## src/rtl/smg_pkg.sv

```systemverilog
// Shared definitions for the seven-segment scan path: digit geometry,
// display mode codes, the frame snapshot record and the word selector.
package smg_pkg;

  localparam int NDIG   = 8;                  // digits per frame
  localparam int NIB_W  = 4;                  // bits per BCD nibble
  localparam int DIG_W  = $clog2(NDIG);       // digit select width
  localparam int WORD_W = NDIG * NIB_W;       // packed BCD word width

  // Mode codes; code 3 is an alias of TM.
  localparam logic [1:0] DM_FX = 2'd0;
  localparam logic [1:0] DM_TM = 2'd1;
  localparam logic [1:0] DM_ZK = 2'd2;

  // One coherent frame worth of display data.
  typedef struct packed {
    logic [1:0]        d_m;
    logic [WORD_W-1:0] fx;
    logic [WORD_W-1:0] tm;
    logic [WORD_W-1:0] zk;
  } snap_t;

  // Pick the word whose leading zeros are blanked for a given mode.
  function automatic logic [WORD_W-1:0] sel_word(input logic [1:0]        dm,
                                                 input logic [WORD_W-1:0] fx,
                                                 input logic [WORD_W-1:0] tm,
                                                 input logic [WORD_W-1:0] zk);
    logic [WORD_W-1:0] w;
    case (dm)
      DM_FX:   w = fx;
      DM_ZK:   w = zk;
      default: w = tm;                        // modes 1 and 3
    endcase
    return w;
  endfunction

endpackage

```

## src/rtl/smg_scan_ctrl_if.sv

```systemverilog
// Signal bundle between the scan controller and its environment.
// master = the side that supplies data and controls the scan,
// slave  = the scan controller itself.
interface smg_scan_ctrl_if;
  import smg_pkg::*;

  logic              en;
  logic              load;
  logic [1:0]        d_m_in;
  logic [WORD_W-1:0] data_fx_in;
  logic [WORD_W-1:0] data_tm_in;
  logic [WORD_W-1:0] data_zk_in;

  logic [DIG_W-1:0]  bit_sel;
  logic [1:0]        d_m;
  logic [WORD_W-1:0] data_fx;
  logic [WORD_W-1:0] data_tm;
  logic [WORD_W-1:0] data_zk;
  logic              frame_start;
  logic              blank;

  modport master (
    output en, load, d_m_in, data_fx_in, data_tm_in, data_zk_in,
    input  bit_sel, d_m, data_fx, data_tm, data_zk, frame_start, blank
  );

  modport slave (
    input  en, load, d_m_in, data_fx_in, data_tm_in, data_zk_in,
    output bit_sel, d_m, data_fx, data_tm, data_zk, frame_start, blank
  );

endinterface

```

## src/rtl/smg_lz_mask.sv

```systemverilog
// Leading-zero mask for one packed-BCD word. Bit i is set when digits
// 0..i (most significant first) are all zero; bit 7 is never set so an
// all-zero value still shows one "0". Non-BCD nibbles count as non-zero.
module smg_lz_mask
  import smg_pkg::*;
(
  input  logic [WORD_W-1:0] word_i,
  output logic [NDIG-1:0]   mask_o
);

  // Running AND of "nibble is zero" from the most significant digit down.
  always_comb begin
    logic run;
    // NOTE: every combinational output gets a default before any branch or
    // loop so no path leaves it unassigned, which would infer a latch.
    mask_o = '0;
    run    = 1'b1;
    for (int i = 0; i < NDIG - 1; i++) begin
      run       = run & (word_i[WORD_W-1-i*NIB_W -: NIB_W] == '0);
      mask_o[i] = run;
    end
  end

endmodule

```

## src/rtl/smg_scan_ctrl.sv

```systemverilog
// Digit scan controller for an 8-digit seven-segment display. Holds each
// digit for DWELL_CYCLES enabled clocks, snapshots the display sources at
// every frame boundary (or on load) so a whole scan shows one value, and
// flags leading-zero digits for blanking.
module smg_scan_ctrl
  import smg_pkg::*;
#(
  parameter int DWELL_CYCLES = 50000,         // must be >= 2
  parameter bit LZB_EN       = 1'b1
) (
  input  logic          clk,
  input  logic          rst_n,
  smg_scan_ctrl_if.slave bus
);

  localparam int            PW     = $clog2(DWELL_CYCLES);
  localparam logic [PW-1:0] PS_MAX = PW'(DWELL_CYCLES - 1);
  localparam logic [DIG_W-1:0] LAST_DIG = DIG_W'(NDIG - 1);

  logic [PW-1:0]    presc_q, presc_d;
  logic [DIG_W-1:0] bit_sel_q, bit_sel_d;
  logic             frame_start_q, frame_start_d;
  snap_t            snap_q, snap_d;
  logic [NDIG-1:0]  lz_mask_q, lz_mask_d;

  logic             tick;
  logic             boundary;
  logic             take_snap;
  logic [WORD_W-1:0] new_word;
  logic [NDIG-1:0]  new_mask;

  assign tick      = bus.en && (presc_q == PS_MAX);
  assign boundary  = tick && (bit_sel_q == LAST_DIG);
  assign take_snap = boundary || bus.load;

  // The mask is computed from the incoming selection so it lands in the
  // same edge as the snapshot it describes.
  assign new_word = sel_word(bus.d_m_in, bus.data_fx_in, bus.data_tm_in,
                             bus.data_zk_in);

  smg_lz_mask u_lz_mask (
    .word_i (new_word),
    .mask_o (new_mask)
  );

  // Next-state: prescaler, digit counter, frame pulse and snapshot.
  always_comb begin
    presc_d       = presc_q;
    bit_sel_d     = bit_sel_q;
    frame_start_d = 1'b0;
    snap_d        = snap_q;
    lz_mask_d     = lz_mask_q;

    if (bus.load) begin
      // load restarts the frame regardless of en; a coincident boundary
      // lands in the same state, so there is only one pulse.
      presc_d   = '0;
      bit_sel_d = '0;
    end else if (tick) begin
      presc_d   = '0;
      bit_sel_d = bit_sel_q + DIG_W'(1);      // wraps 7 -> 0
    end else if (bus.en) begin
      presc_d   = presc_q + PW'(1);
    end

    if (take_snap) begin
      frame_start_d = 1'b1;
      snap_d.d_m    = bus.d_m_in;
      snap_d.fx     = bus.data_fx_in;
      snap_d.tm     = bus.data_tm_in;
      snap_d.zk     = bus.data_zk_in;
      lz_mask_d     = new_mask;
    end
  end

  // State register with synchronous active-low reset.
  always_ff @(posedge clk) begin
    // NOTE: sequential state uses non-blocking assignments so every
    // register samples its next value from the same pre-edge snapshot.
    if (!rst_n) begin
      presc_q       <= '0;
      bit_sel_q     <= '0;
      frame_start_q <= 1'b0;
      snap_q        <= '0;
      lz_mask_q     <= 8'h7F;
    end else begin
      presc_q       <= presc_d;
      bit_sel_q     <= bit_sel_d;
      frame_start_q <= frame_start_d;
      snap_q        <= snap_d;
      lz_mask_q     <= lz_mask_d;
    end
  end

  assign bus.bit_sel     = bit_sel_q;
  assign bus.d_m         = snap_q.d_m;
  assign bus.data_fx     = snap_q.fx;
  assign bus.data_tm     = snap_q.tm;
  assign bus.data_zk     = snap_q.zk;
  assign bus.frame_start = frame_start_q;
  assign bus.blank       = LZB_EN && lz_mask_q[bit_sel_q];

endmodule
```

## src/flat_wrapper.sv

```systemverilog
// flat-port wrapper written by rule: the top's interface ports become plain ports
module smg_scan_ctrl_flat import smg_pkg::*;
#(
  parameter int DWELL_CYCLES = 50000,                        
  parameter bit LZB_EN       = 1'b1
)
  (clk, rst_n, bus_en, bus_load, bus_d_m_in, bus_data_fx_in, bus_data_tm_in, bus_data_zk_in, bus_bit_sel, bus_d_m, bus_data_fx, bus_data_tm, bus_data_zk, bus_frame_start, bus_blank);
  smg_scan_ctrl_if bus_i ();
  input  logic clk;
  input  logic rst_n;
  input wire logic [$bits(bus_i.en)-1:0] bus_en;
  input wire logic [$bits(bus_i.load)-1:0] bus_load;
  input wire logic [$bits(bus_i.d_m_in)-1:0] bus_d_m_in;
  input wire logic [$bits(bus_i.data_fx_in)-1:0] bus_data_fx_in;
  input wire logic [$bits(bus_i.data_tm_in)-1:0] bus_data_tm_in;
  input wire logic [$bits(bus_i.data_zk_in)-1:0] bus_data_zk_in;
  output wire logic [$bits(bus_i.bit_sel)-1:0] bus_bit_sel;
  output wire logic [$bits(bus_i.d_m)-1:0] bus_d_m;
  output wire logic [$bits(bus_i.data_fx)-1:0] bus_data_fx;
  output wire logic [$bits(bus_i.data_tm)-1:0] bus_data_tm;
  output wire logic [$bits(bus_i.data_zk)-1:0] bus_data_zk;
  output wire logic [$bits(bus_i.frame_start)-1:0] bus_frame_start;
  output wire logic [$bits(bus_i.blank)-1:0] bus_blank;
  assign bus_i.en = bus_en;
  assign bus_i.load = bus_load;
  assign bus_i.d_m_in = bus_d_m_in;
  assign bus_i.data_fx_in = bus_data_fx_in;
  assign bus_i.data_tm_in = bus_data_tm_in;
  assign bus_i.data_zk_in = bus_data_zk_in;
  assign bus_bit_sel = bus_i.bit_sel;
  assign bus_d_m = bus_i.d_m;
  assign bus_data_fx = bus_i.data_fx;
  assign bus_data_tm = bus_i.data_tm;
  assign bus_data_zk = bus_i.data_zk;
  assign bus_frame_start = bus_i.frame_start;
  assign bus_blank = bus_i.blank;
  smg_scan_ctrl #(.DWELL_CYCLES(DWELL_CYCLES), .LZB_EN(LZB_EN)) u_core (.clk(clk), .rst_n(rst_n), .bus(bus_i));
endmodule
```

## config.mk

```make
export PLATFORM = sky130hd
export DESIGN_NAME = smg_scan_ctrl_flat
export DESIGN_NICKNAME = d
export VERILOG_FILES = /design/src/rtl/smg_pkg.sv /design/src/rtl/smg_scan_ctrl_if.sv /design/src/rtl/smg_lz_mask.sv /design/src/rtl/smg_scan_ctrl.sv /design/src/flat_wrapper.sv
export SDC_FILE = /design/constraint.sdc
export NUM_CORES = 1
export LEC_CHECK = 0
export CORE_MARGIN = 5
export CORE_UTILIZATION = 45
export DETAILED_ROUTE_END_ITERATION = 7
export PLACE_DENSITY = 0.8
export SKIP_CTS_REPAIR_TIMING = 1
export SYNTH_ARGS = -nofsm -noshare
export SYNTH_HDL_FRONTEND = slang
export SYNTH_HIERARCHICAL = 1
export SYNTH_SLANG_ARGS = --single-unit
```

## constraint.sdc

```tcl
create_clock -name clk -period 7.9 [get_ports clk]
set_clock_uncertainty 0.15 [all_clocks]
set_input_delay 1.58 -clock clk [delete_from_list [all_inputs] [get_ports clk]]
set_output_delay 1.58 -clock clk [all_outputs]
set_load 0.1 [all_outputs]
```

# After elaboration in Yosys (flattened, before gate mapping)
# Index checks and enable logic that the tools add are counted.
op_classes:
  n_bitwise: 7
  mux: 4
  n_lt_le_gt_ge: 1
  n_reduce_logical: 13
  n_eq_ne: 3
  n_addsub: 2
op_table:
  columns: ["cell", "count"]
  rows:
  - ["$pmux W32 S2", 1]
  - ["$logic_not A4 Y1", 7]
  - ["$add A16 B1 Y16 const B", 1]
  - ["$eq A16 B16 Y1 const B", 1]
  - ["$and A1 B1 Y1", 6]
  - ["$lt A3 B4 Y1 const B", 1]
  - ["$add A3 B1 Y3 const B", 1]
  - ["$bmux W1 S3", 1]
  - ["$eq A3 B3 Y1 const B", 1]
  - ["$reduce_or A3 Y1", 1]
  - ["$eq A2 B2 Y1 const B", 1]
  - ["$logic_and A1 B1 Y1", 2]
  - ["$logic_not A2 Y1", 1]
  - ["$mux W1", 2]
  - ["$reduce_or A2 Y1", 1]
  - ["$logic_or A1 B1 Y1", 1]
  - ["$not A1 Y1", 1]
totals:
  out_inout_bits: 103
  input_bits: 102
  reg_bits: 125

# Longest topological paths before layout
depth:
  depth_word: 9
  depth_mapped: 9
  ltp_nobuf: 7

# Hierarchy
# The synthesis kept the hierarchy.
by_module_without_submodules:
  columns: ["module", "instances", "area_per_inst_um2", "cells_per_inst"]
  rows:
  - ["smg_scan_ctrl", 1, 5811.8, 672]
  - ["smg_lz_mask", 1, 132.6, 18]

# Worst setup path before layout
# OpenSTA, ideal clock, no wires.
synth_path:
  kind: "register to output"
  from: "register u_core.bit_sel_q[0], in the netlist u_core/bus.bit_sel[0]"
  to: "output port bus_blank"
  path_buffers: 0
  t_required_ns: 6.170
  arrival_time_ns: 2.113
  stages_incl_launch_ff: 3
  setup_slack_ns: 4.057
  path_cell_list: "dfxtp_1 mux4_2 mux2_2"
synth_via:
  elab_chain_len: 2
synth_lines:
  columns: ["element", "line", "text"]
  rows:
  - ["from (decl)", "smg_scan_ctrl.sv:21", "logic [DIG_W-1:0] bit_sel_q, bit_sel_d;"]
  - ["from (signal assigned)", "smg_scan_ctrl.sv:88", "bit_sel_q <= bit_sel_d;"]
  - ["$bmux W1 S3", "smg_scan_ctrl.sv:101", "assign bus.blank = LZB_EN && lz_mask_q[bit_sel_q];"]
  - ["$mux W1 (implied by the code)", "smg_scan_ctrl.sv:101", null]
  - ["to (decl)", "flat_wrapper.sv:23", "output wire logic [$bits(bus_i.blank)-1:0] bus_blank;"]
# Every way passes these cells. The select of a mux whose other input is x is not followed.

# Worst setup path after layout
# Ends and elaborated chain as after synthesis.

==> impl_metrics.yaml <==
synthesis:
  yosysWarnings: 6
  syn-num-nets: 783
  syn_inst: 678
  syn_area_sq_mm: 0.00587
  syn_area_per_cell_sq_um: 8.66
critical_path:
  worstPathRequired_ps: 6170
  arrival_ps: 2700
  cp_max_fo: 6
  crit_type: "reg2out"
  startpoint_type: "flop"
  cp-end-kind: "output port"
timing:
  max-slew-margin-rel_pct: 29.8
  maxSlewViolCount: 0
  period_needed_ps: 4430
  tns_ps: 0
  setup_viol: 0
  tightest_slew_ps: 1050
  hold_viol_final: 0
  rsz0062_at_grt: "no"
  clock.fmax_mhz: 226
  fin_ws_ps: 3470
  fin_crit_sh_pct: 56.1
layout:
  fin_nets: 958
  antenna_cells: 0
  area_growth_pct: 45.5
  finish.instance_area_sq_mm: 0.00854
  drive_gt1_share_pct: 5.54
drt:
  first_iter_violations: 438
  wl_um: 17100
  dr_total_vias: 5313
  wl_per_cell_um: 16.5
  via_per_inst: 5.12
  ant_nets: 0
  drc: 0
  dr.pass1.iters: 6
grt:
  grt.overflow.total: 0
  grt_use_total_pct: 21.7
  grt_pass1_wl_um: 27300
  antenna_found_initial: 0
  grt_pass1_vias: 5430
  grt_max_degree: 110
clocking:
  insertion_delay_ps: 410
  clk_pin_slew_ps: 60
  cts_buffers: 17
  clk_path_buf_depth: 2
  cts_tree: "done"
  htreeDepth: 4
  clock-root-buffer: "clkbuf_16"
  cts_sinks: 126
die:
  boundaryPins: 205
  die_area_sq_mm: 0.0154
  placementRows: 41
  fp.dieW_um: 124
  core-area_sq_mm: 0.0127
  die_h_um: 124
  start_util_pct: 46.1
hold_path:
  hold_path_class: "reg2reg"
place:
  port_buffers: 204
  hpwlAfterDp_um: 12500
  dpl_cell_area_sq_mm: 0.00792
  dp_slack_ps: 3110
  place_congestion: 0.882
outcome:
  status: "finished clean"
power_and_ir_drop:
  leakagePower_nw: 3.55
  p_per_area_mw_per_mm2: 232
  ir_worst_vdd_uv: 168
run:
  maxCapViolCount: 0
[final timing paths]
| kind | from | to | slack [ps] | depth (start not counted) |
|---|---|---|---|---|
| setup / recovery | u_core/bus.bit_sel[0] | bus_blank | 3470 | 3 |
| hold / removal | u_core/bus.data_tm[20] | u_core/bus.data_tm[20] | 310 | 2 |
| setup reg to reg | u_core/presc_q[0] | u_core/bus.data_fx[15] | 4670 | 6 |
| hold reg to reg | u_core/bus.data_tm[20] | u_core/bus.data_tm[20] | 310 | 2 |
[area by class of cell]
class	instances	area [sq um]
sequential	126	2520
clock buffer	17	425
clock inverter	15	195
fill	1041	4180
tap	172	215
timing repair buffer	207	2060
inverter	2	7.51
multi-input combinational	499	3120
[per-stage QoR]
step	hold WS (ps)	util (%)	power, mW	instances
6_report	308	67.1	1.98	1038
5_1_grt	332	67.1	2.05	1038
4_1_cts	308	67.1	1.99	1038
3_5_place_dp	301	62.2	1.18	1006
3_3_place_gp	294	62.2	1.17	1006
2_1_floorplan	285	-	1.03	678
[flip-flops by register name (all words and copies together) (netlist names)]
name	flops
u_core/bus.bit_sel	3
u_core/bus.d_m	2
u_core/bus.data_zk	32
u_core/lz_mask_q	8
u_core/bus.data_fx	32
u_core/bus.data_tm	32
u_core/presc_q	16
u_core/bus.frame_start	1
[cells in the final DEF (no fill, tap or decap), types with 2 or more instances in the layout]
cell	n
nand4_1	7
xnor2_1	6
ha_1	3
and3_1	2
o21ai_0	31
o31ai_1	2
bufinv_16	4
nand3_1	3
buf_2	2
and4_1	2
nor2b_1	16
xor2_1	7
clkbuf_16	17
and4b_1	2
nand2_1	235
or4_1	3
nor2_1	16
dfxtp_1	126
clkinvlp_4	5
mux4_2	2
clkdlybuf4s50_1	201
clkinv_2	4
nor3_1	3
inv_1	2
a21oi_1	5
buf_4	3
mux2i_1	135
nor4_1	5
[critical path, stage by stage, from the launching register on]
cell and delay (ps):
dfxtp_1 470, mux4_2 540, mux2_2 280, clkdlybuf4s50_1 980
[where the power goes]
part           internal, mW  switching, mW
Combinational         0.142          0.332
Clock                 0.526          0.288
Sequential            0.671         0.0187
[per-layer routing]
| metal | vias up | part of all wire [%] | global-route usage, % |
|---|---|---|---|
| li1 | 2615 | - | - |
| met1 | 2452 | 42 | 26.0 |
| met2 | 216 | 48 | 35.6 |
| met3 | 30 | 7.3 | 7.38 |
| met4 | 0 | 2.5 | 8.77 |
| met5 | - | 0 | 0 |
No activity file was read; power rests on OpenSTA's default activity.
==> variant 1, RTL diff (same settings) <==
`LZB_EN` is set to 1'b1 in 2 places; all go to 1'b0.
--- a/src/rtl/smg_scan_ctrl.sv
+++ b/src/rtl/smg_scan_ctrl.sv
@@ -6,7 +6,7 @@
   import smg_pkg::*;
 #(
   parameter int DWELL_CYCLES = 50000,         // must be >= 2
-  parameter bit LZB_EN       = 1'b1
+  parameter bit LZB_EN       = 1'b0
 ) (
   input  logic          clk,
   input  logic          rst_n,
--- a/src/flat_wrapper.sv
+++ b/src/flat_wrapper.sv
@@ -2,7 +2,7 @@
 module smg_scan_ctrl_flat import smg_pkg::*;
 #(
   parameter int DWELL_CYCLES = 50000,                        
-  parameter bit LZB_EN       = 1'b1
+  parameter bit LZB_EN       = 1'b0
 )
   (clk, rst_n, bus_en, bus_load, bus_d_m_in, bus_data_fx_in, bus_data_tm_in, bus_data_zk_in, bus_bit_sel, bus_d_m, bus_data_fx, bus_data_tm, bus_data_zk, bus_frame_start, bus_blank);
   smg_scan_ctrl_if bus_i ();
Function: changed (a bounded check fails within 4 cycles, from zero or initial values and one cycle with rst_n low).
==> variant 1 against the original RTL <==
  * Largest power group unchanged
  * Setup slack better by 0.34 ns
  * Wire length decreased by 23%
  * Sequential power is 6.7% lower
  * Register-to-register slack improved by 0.21 ns
  * Die area is 17% lower
  * Via count decreased by 20%
  * Clock power is 4.4% lower
  * Final area fell by 13%
  * Cell count down 17%
  * Total power down 6.9%
  * Synthesized cell count decreased by 22%
  * Critical path depth rose by 4
  * Sequential cell count down 8
  * Area after synthesis is 18% lower
==> variant 1: results (changes against the original RTL) <==
LAYOUT_MIN_CYCLE_TIME_NS=4.09  # -0.336 ns
FINAL.SIGNAL_INVERTER_COUNT=0  # -2
FINALNETCOUNT=823  # -14%
TIMING.CRITICAL_PATH.ARRIVAL_NS=4.37  # +1.67 ns
MET3_USAGE_GRT=0.0807  # +0.00699
STATUS='finished, final reports clean'
LAYOUT.AREA.SEQ_UM2=2360  # -6.3%
GROUTE.LAYER.MET2.USAGE=0.352  # -0.00410
POST_SYNTH_NET_TOTAL=636  # -19%
COUNT_OF_FILLER_CELLS_INSERTED_IN_THE_LAYOUT=808  # -22%
VIAS_PER_CELL=4.93  # -3.6%
WORST-R2R-SETUP-SLACK_NS=4.88  # +0.21 ns
GRT_START_MAX_NET_PINS=134  # +22%
WORST_R2R_PATH_DEPTH=7  # +1
GRT_UTIL_MET1=0.220  # -0.0398
POST-PLACE-WS_NS=3.28  # +0.169 ns
CRITICAL_PATH.STARTPOINT='bus_en'
NUMCLOCKSINKS=118  # -6.3%
CLKLATENCYLATEPIN_NS=0.51  # +0.10 ns
GRT_PASS1_VIAS=4313  # -21%
BUF_SHARE=0.275  # +0.0346
CELLPOWERDENSITY_nW_PER_UM2=247  # +6.7%
VDD_IR_DROP_MAX_mV=0.168  # -0.19%
WELL_TAP_COUNT=136  # -21%
M1WIRELENGTH_UM=5160  # -28%
BUFFERS=206  # -0.48%
POST_SYNTH.CELL_AREA_AVG_UM2=9.01  # +4.1%
MULTI_INPUT_COMB_AREA_UM2=2260  # -27%
N_CLOCK_BUFFER=22  # +5
DETAILEDPLACEMENTHPWL_UM=9540  # -23%
SLEW_HEADROOM=0.197  # -0.101
variant 1: cells by family after synthesis:
| logic type | count (synthesis) | share of synthesized area |
|---|---|---|
| simple gates | 247 | 0.216 |
| flops | 118 | 0.494 |
| mux | 99 | 0.207 |
| buf+inv | 38 | 0.0363 |
| xor+xnor | 13 | 0.0238 |
| compound gates | 12 | 0.0144 |
| fa+ha+maj | 3 | 0.00784 |
| other cells | 1 | 0.000784 |
variant 1: metrics by stage:
stage / hold WS, ns / power [uW]
after floorplan: 0.302 / 952
after global placement: 0.294 / 1070
after detailed placement: 0.303 / 1080
after CTS: 0.310 / 1860
after global routing: 0.326 / 1910
final: 0.308 / 1840
variant 1: worst min path at each step:
stage	from	end	slack, ns	depth (start not counted)
after floorplan	u_core/presc_q[15]$_SDFFE_PP0P_	u_core/presc_q[15]$_SDFFE_PP0P_	0.30	2
after global placement	u_core/bus.data_fx[17]$_SDFFE_PN0P_	u_core/bus.data_fx[17]$_SDFFE_PN0P_	0.29	2
after detailed placement	u_core/bus.data_tm[4]$_SDFFE_PN0P_	u_core/bus.data_tm[4]$_SDFFE_PN0P_	0.30	2
after CTS	u_core/bus.data_zk[29]$_SDFFE_PN0P_	u_core/bus.data_zk[29]$_SDFFE_PN0P_	0.31	2
after global routing	u_core/bus.data_tm[23]$_SDFFE_PN0P_	u_core/bus.data_tm[23]$_SDFFE_PN0P_	0.33	2
final	u_core/bus.data_fx[6]$_SDFFE_PN0P_	u_core/bus.data_fx[6]$_SDFFE_PN0P_	0.31	2
variant 1: report_power, final:
part / leakage [uW] / switching, uW / internal, uW
Clock: 0.000291 / 253 / 525
Combinational: 0.00180 / 297 / 123
Sequential: 0.000971 / 16.4 / 628
Total: 0.00306 / 566 / 1280
==> variant 2, RTL diff (same settings) <==
Without the edit above. Reset style: asynchronous (`rst_n`), changed in one clocked block. Comments in the files are not updated.
--- a/src/rtl/smg_scan_ctrl.sv
+++ b/src/rtl/smg_scan_ctrl.sv
@@ -74,7 +74,7 @@
   end
 
   // State register with synchronous active-low reset.
-  always_ff @(posedge clk) begin
+  always_ff @(posedge clk or negedge rst_n) begin
     // NOTE: sequential state uses non-blocking assignments so every
     // register samples its next value from the same pre-edge snapshot.
     if (!rst_n) begin
Formal check against the unedited RTL: differs if rst_n is asserted again (counterexample within 4 cycles, from zero or initial values and one cycle with rst_n low); with rst_n held inactive, the same outputs for 10 cycles.
==> variant 2 against the original RTL <==
  * Wire length decreased by 4.1%
  * Total power increased by 11%
  * Sequential cell count unchanged
  * Final area about the same
  * Setup slack improved by 0.0093 ns
  * Clock power decreased by 4.1%
  * Area after synthesis decreased by 0.77%
  * Utilization increased by 0.25 points
  * Critical path type unchanged
  * Largest power group unchanged
==> variant 2: results (changes against the original RTL) <==
STATUS='finished, final reports clean'
GRT_USAGE=0.220  # +0.00350
MULTI_INPUT_COMB_AREA_UM2=2500  # -20%
GRT_UTIL_MET1=0.254  # -0.00662
LAYOUT_MIN_CYCLE_TIME_NS=4.42  # -0.00927 ns
DRT_WL_TOTAL_UM=16400  # -4.1%
WORST-R2R-SETUP-SLACK_NS=4.74  # +0.07 ns
FINALNETCOUNT=745  # -22%
MET3_USAGE_GRT=0.102  # +0.0284
WORSTHOLDPATHCELLS=1  # -1
REG2REG_TO='u_core/bus.data_zk[2]$_DFFE_PN0P_'
STARTPOINT_OF_THE_WORST_REGISTER_TO_REGISTER_PATH='u_core/presc_q[0]$_DFFE_PN0P_'
TIMING.CRITICAL_PATH.FANOUT_MAX=5  # -1
STATIC-LEAKAGE-POWER_uW=0.00363  # +2.1%
COUNT_OF_FILLER_CELLS_INSERTED_IN_THE_LAYOUT=958  # -8.0%
SLEW_HEADROOM=0.283  # -0.0154
HOLD_PATH_END='u_core/bus.data_zk[27]$_DFFE_PN0P_'
SYNTH_CELLS=441  # -35%
MET2_WL_POST_DR_UM=8360  # +0.99%
PLACEMENT.CELL_AREA_UM2=7960  # +0.47%
DRTPASS1ITERATIONS=4  # -2
CPLARGESTDELAYFAMILY='buffers and inverters'
M1WIRELENGTH_UM=6320  # -11%
GRT_PASS1_WL_UM=25400  # -7.2%
DETAILEDPLACEMENTHPWL_UM=12000  # -4.0%
FINALWEIGHTEDCONGESTION=0.844  # -4.4%
CRITICAL_PATH.STARTPOINT='u_core/bus.bit_sel[0]$_DFFE_PN0P_'
POWER.SHARE.SWITCHING=0.362  # +0.0387
HOLD-WORST-SLACK_NS=0.353  # +0.0447 ns
GRT_PASS1_VIAS=4761  # -12%
TIMING.CRITICAL_PATH.ARRIVAL_NS=2.69  # about the same
DR_TOTAL_VIAS=4228  # -20%
GROUTE.LAYER.MET2.USAGE=0.367  # +0.0118
## variant 2: area by class of cell
class / instances / area share
repair buffers: 207 / 0.240
clock buffers: 23 / 0.0548
multi-input cells: 282 / 0.293
inverters: 6 / 0.00264
clock inverters: 7 / 0.0132
well taps: 172 / 0.0252
flip-flops and latches: 126 / 0.370
## variant 2: worst reg2reg max path, cell delays in order, from the launching register on
cell	delay, ns
sky130_fd_sc_hd__dfrtp_1	0.43
sky130_fd_sc_hd__ha_1	0.28
sky130_fd_sc_hd__nand4_1	0.16
sky130_fd_sc_hd__nor4_4	0.10
sky130_fd_sc_hd__a21oi_4	0.84
sky130_fd_sc_hd__buf_4	0.66
sky130_fd_sc_hd__mux2_2	0.42
## variant 2: power groups by stage
stage	registers [uW]	logic (uW)	clock network, uW
finish	732	686	780
floorplan	1110	111	0
global placement	739	682	0
detailed placement	740	689	0
global route	738	708	822
CTS	732	691	790
